**src/rtl/mem_rd_arbiter.sv**
```systemverilog
// Two-requester (I-cache / D-cache) read arbiter onto a single AXI AR/R channel.
// One outstanding burst at a time; round-robin on ties; sticky error on protocol/response faults.
module mem_rd_arbiter #(
    parameter int ADDR_W = 32,
    parameter int DATA_W = 32
) (
    input  logic              clk,
    input  logic              resetn,
    // I-cache requester
    input  logic              i_req,
    input  logic [ADDR_W-1:0] i_addr,
    input  logic [7:0]        i_len,
    output logic              i_ack,
    output logic              i_rvalid,
    output logic              i_rlast,
    // D-cache requester
    input  logic              d_req,
    input  logic [ADDR_W-1:0] d_addr,
    input  logic [7:0]        d_len,
    output logic              d_ack,
    output logic              d_rvalid,
    output logic              d_rlast,
    output logic [DATA_W-1:0] rdata_o,
    // AXI AR channel
    output logic              arvalid,
    input  logic              arready,
    output logic [ADDR_W-1:0] araddr,
    output logic [7:0]        arlen,
    // AXI R channel
    input  logic              rvalid,
    output logic              rready,
    input  logic [DATA_W-1:0] rdata,
    input  logic              rlast,
    input  logic [1:0]        rresp,
    // status
    output logic              busy,
    output logic              err
);

    typedef enum logic [1:0] {
        ST_IDLE,
        ST_AR,
        ST_R
    } state_e;

    state_e            state_q, state_d;
    logic              owner_q, owner_d;          // 1 = D-cache owns the burst
    logic              last_grant_q, last_grant_d; // 1 = D-cache was granted last
    logic [ADDR_W-1:0] addr_q, addr_d;
    logic [7:0]        len_q, len_d;
    logic [7:0]        cnt_q, cnt_d;
    logic              busy_q, busy_d;
    logic              err_q, err_d;

    logic              ar_hs;
    logic              beat;
    logic              cnt_end;
    logic              final_beat;

    always_comb begin
        // NOTE: every variable gets a default before the case so no path leaves it unassigned (no latches).
        state_d      = state_q;
        owner_d      = owner_q;
        last_grant_d = last_grant_q;
        addr_d       = addr_q;
        len_d        = len_q;
        cnt_d        = cnt_q;
        err_d        = err_q;

        ar_hs      = (state_q == ST_AR) && arready;
        beat       = (state_q == ST_R) && rvalid;
        cnt_end    = (cnt_q == len_q);
        // A beat on counter == len closes the burst even without rlast, so a faulty slave cannot hang us.
        final_beat = beat && (rlast || cnt_end);

        unique case (state_q)
            ST_IDLE: begin
                if (i_req || d_req) begin
                    owner_d = (i_req && d_req) ? ~last_grant_q : d_req;
                    addr_d  = owner_d ? d_addr : i_addr;
                    len_d   = owner_d ? d_len  : i_len;
                    state_d = ST_AR;
                end
            end
            ST_AR: begin
                if (arready) begin
                    last_grant_d = owner_q;
                    cnt_d        = '0;
                    state_d      = ST_R;
                end
            end
            ST_R: begin
                if (rvalid) begin
                    cnt_d = cnt_q + 8'd1;
                    if ((rresp != 2'b00) || (rlast != cnt_end)) begin
                        err_d = 1'b1;
                    end
                    if (rlast || cnt_end) begin
                        state_d = ST_IDLE;
                    end
                end
            end
            default: state_d = ST_IDLE;
        endcase

        busy_d = (state_d != ST_IDLE);
    end

    always_ff @(posedge clk or negedge resetn) begin
        if (!resetn) begin
            state_q      <= ST_IDLE;
            owner_q      <= 1'b0;
            last_grant_q <= 1'b0;
            addr_q       <= '0;
            len_q        <= '0;
            cnt_q        <= '0;
            busy_q       <= 1'b0;
            err_q        <= 1'b0;
        end else begin
            // NOTE: non-blocking so every flop samples the pre-edge value of its peers.
            state_q      <= state_d;
            owner_q      <= owner_d;
            last_grant_q <= last_grant_d;
            addr_q       <= addr_d;
            len_q        <= len_d;
            cnt_q        <= cnt_d;
            busy_q       <= busy_d;
            err_q        <= err_d;
        end
    end

    assign arvalid  = (state_q == ST_AR);
    assign araddr   = addr_q;
    assign arlen    = len_q;
    assign i_ack    = ar_hs && !owner_q;
    assign d_ack    = ar_hs &&  owner_q;

    assign rready   = (state_q == ST_R);
    assign i_rvalid = beat && !owner_q;
    assign d_rvalid = beat &&  owner_q;
    assign i_rlast  = final_beat && !owner_q;
    assign d_rlast  = final_beat &&  owner_q;
    assign rdata_o  = rdata;

    assign busy     = busy_q;
    assign err      = err_q;

endmodule

```
**config.mk**
```make
export PLATFORM = sky130hd
export DESIGN_NAME = mem_rd_arbiter
export DESIGN_NICKNAME = d
export VERILOG_FILES = /design/src/rtl/mem_rd_arbiter.sv
export SDC_FILE = /design/constraint.sdc
export NUM_CORES = 1
export LEC_CHECK = 0
export CORE_MARGIN = 1.5
export CORE_UTILIZATION = 36
export DETAILED_ROUTE_END_ITERATION = 12
export GPL_TIMING_DRIVEN = 0
export PLACE_DENSITY = 0.9
export SLEW_MARGIN = 5
export SYNTH_ARGS = -nofsm -noshare
export SYNTH_HDL_FRONTEND = slang
export SYNTH_SLANG_ARGS = --single-unit
export TNS_END_PERCENT = 10
```
**constraint.sdc**
```tcl
create_clock -name clk -period 2.31 [get_ports clk]
set_input_delay 0.3465 -clock clk [delete_from_list [all_inputs] [get_ports clk]]
set_output_delay 0.3465 -clock clk [all_outputs]
set_load 0.02 [all_outputs]
```
==> impl_results.md <==
* DR DRC count at 0
* Filler cells at 700
* Crit-path max FO at 5
* Fin crit period at 2.25 ns
* Synth top area cells: dfrtp_1 (45%), mux2i_1 (14%), buf_4 (8.3%), o21ai_0 (7.4%), nand2_1 (6.2%)
* Routed WL per cell at 14.7 um
* Slowest cell delay on critical path at 0.45 ns
* Area leader, netlist: dfrtp_1
* CTS H-tree depth at 2
* Pre-CTS setup slack at -0.214 ns
* Clock latency at the later pin of the worst-skew pair at 0.31 ns
* Largest net degree at the start of global routing at 29
* Pleak at 2.25 nW
* Critical path endpoint category: output port
* Hold slack at 0.0490 ns
* Die Span Y at 94.1 um
* Setup ws final at 0.0575 ns
* Fmax at 0.444 GHz
* Worst slew margin at 0.537
* Setup-failing EPs final at 0
* Nets at 616
* I/O pins at 203
* Critical path launch point type: flip-flop
* Syn Inst Count at 307
* CTS max path bufs at 2
* Antenna diodes at 0
* Core Area at 0.00813 mm^2
* Cell area after synthesis at 0.00299 mm^2
* Vias in the first global route at 2861
* Hold Violations, Final at 0
* Hold Buf Count CTS at 0
* RSZ-0062 raised after global routing: true
* Starting density of the core at 0.367
* Critical path class: flip-flop to output port
* Fin. max-slew vios at 0
* Avg Synthesized Cell Area at 9.73 um^2
* Clock Tree Root: clkbuf_8
* DRT antenna net count at 0
* GRT overflow at 0
* P&R area growth vs syn at 67.5%
* Reg2Reg Depth at 7
* Layout cells sized above 1 at 0.143
* Final HPWL DP at 6990 um
* Max Cap Violations at 0
* Ys Warns at 0
* Sequential cell area fraction in the yosys report at 0.452
* GP Congestion at 0.823
* CTS Buf Count at 5
* Cells along the critical path: xor2_1, nor4_1, nand2_1, ha_4, nor3_4, buf_6
* Total GRT Usage at 0.194
* Die width at 94.1 um
* Status: complete, no violations
* Worst ir drop on vdd at 0.000533 V
* First-pass GRT wire length at 13500 um
* Final Cycle Share at 0.975
* Final Util at 0.615
* IO Port Bufs at 169
* CP max stage cell: dfrtp_2
* Sinks on the clock net at 54
* TritonCTS clock tree: built
* FP Rows at 33
* Initial antenna violation count at 0
* Initial DRT Pass Iterations at 4
* Top cell type's share of synthesized area at 0.452
* WP data arrival at 1.91 ns
* Hold WC Path Type: input pin to async pin
* Syn Nets at 434
* Final clock skew at 0.0145 ns
* PD cells at 972 mW/mm^2
* Worst-Margin Slew at 0.690 ns
* Die area at 0.00885 mm^2
* Via-per-instance ratio at 4.89
* Routed Wire Length at 8740 um
* Distinct cells, synth at 40
* DRT iter0 DRCs at 78
* Critical Path RT at 1.96 ns
* Clk slew on worst S/H paths at 0.11 ns
* Vias at 2909
* Seq cells post-synth at 54
## final timing paths
path	start	end	slack, ns
min in group clk	rvalid	cnt_q[2]$_DFFE_PN0P_	0.37
worst min-delay path	resetn	arlen[2]$_DFFE_PN0P_	0.05
worst min register to register	araddr[22]$_DFFE_PN0P_	araddr[22]$_DFFE_PN0P_	0.49
max in group asynchronous	resetn	cnt_q[0]$_DFFE_PN0P_	1.67
worst max register to register	cnt_q[5]$_DFFE_PN0P_	busy$_DFF_PN0_	0.20
worst max-delay path	cnt_q[5]$_DFFE_PN0P_	i_rlast	0.06
## state kept, by name, summed over array words and instances (netlist names)
signal        count
araddr           32
arlen             8
busy              1
cnt_q             8
err               1
last_grant_q      1
owner_q           1
state_q           2
## placed cells by master, fill, tap and decap left out, drive strengths merged, types with 4 or more instances in the layout
| cell type | netlist | layout |
|---|---|---|
| dfrtp | 54 | 54 |
| inv | 7 | 8 |
| ha | 6 | 6 |
| nand3 | 5 | 5 |
| clkdlybuf4s50 | 0 | 162 |
| nand2 | 49 | 49 |
| a22o | 4 | 4 |
| o21ai | 45 | 45 |
| clkbuf | 11 | 16 |
| mux2i | 42 | 42 |
| buf | 38 | 49 |
| xor2 | 8 | 8 |
## per-stage QoR
step / area, um^2 / total power, mW / instances / TNS, ns
CTS: 4910 / 4.86 / 590 / -0.128
global route: 5000 / 5.20 / 595 / -0.0825
global placement: 4810 / 4.19 / 581 / -38.46
floorplan: 2990 / 2.96 / 307 / 0
finish: 5000 / 4.86 / 595 / 0
detailed placement: 4830 / 4.28 / 582 / -0.414
## worst max-delay path: cells and delay by family (launching register included)
family	cells	cell delay [ns]
adder cells (fa/ha/maj)	1	0.21
XOR/XNOR	1	0.17
flip-flops	1	0.45
buffers and inverters	1	0.14
AND/OR/NAND/NOR	3	0.63
## synthesized netlist by cell type (all sizes together)
master   number
and4          1
o31ai         3
o211ai        1
mux2i        42
clkbuf       11
o21ai        45
a21oi         3
o2bb2ai       1
nand3         5
a22o          4
inv           7
ha            6
nor3b         1
a31oi         1
a221o         1
and3          2
a32oi         1
xor2          8
nor3          3
buf          38
o21bai        1
a21boi        1
nor2b         3
nor4          3
nand4         1
nor2          3
o21ba         1
and2          2
or4           1
dfrtp        54
or4b          1
nand2        49
nand2b        1
a21o          1
o22ai         1
## repair_timing
action,4_1_cts,5_1_grt
endpoints found under the hold margin,0,0
buffers inserted,0,6
gates resized for setup,14,16
pin swaps,1,3
setup endpoints to repair,4,6
cloned,0,0
## cell type report
cell class                 instances  area, um^2  area share
timing repair buffer             176        1750       0.350
sequential                        54        1350       0.271
multi-input combinational        197        1330       0.266
buffer                            48         313      0.0625
tap                              105         131      0.0263
clock buffer                       6        82.6      0.0165
inverter                           7        26.3     0.00525
clock inverter                     2        16.3     0.00325
## kinds of logic (layout without fill, tap and decap cells)
logic type               count (synthesis)  in the layout  share of synthesized area
multiplexers                            42             42                      0.141
AO/OA/AOI/OAI                           65             65                      0.127
XOR/XNOR                                 8              8                     0.0235
buffers and inverters                   56            239                      0.114
flip-flops                              54             54                      0.452
AND/OR/NAND/NOR                         76             76                      0.117
adder cells (fa/ha/maj)                  6              6                     0.0251
## power breakdown
group | switching (mW) | leakage (nW) | internal, mW
registers | 0.275 | 0.670 | 1.34
clock network | 0.320 | 0.0478 | 0.248
logic | 1.41 | 1.53 | 1.27
## routing by layer
layer / up-vias / part of all wire / track usage
met1: 1375 / 0.37 / 0.218
met3: 13 / 0.074 / 0.0413
met4: 0 / 0.014 / 0.0585
met5: - / 0 / 0
li1: 1389 / - / -
met2: 132 / 0.54 / 0.365
(Power assumes the default switching activity.)
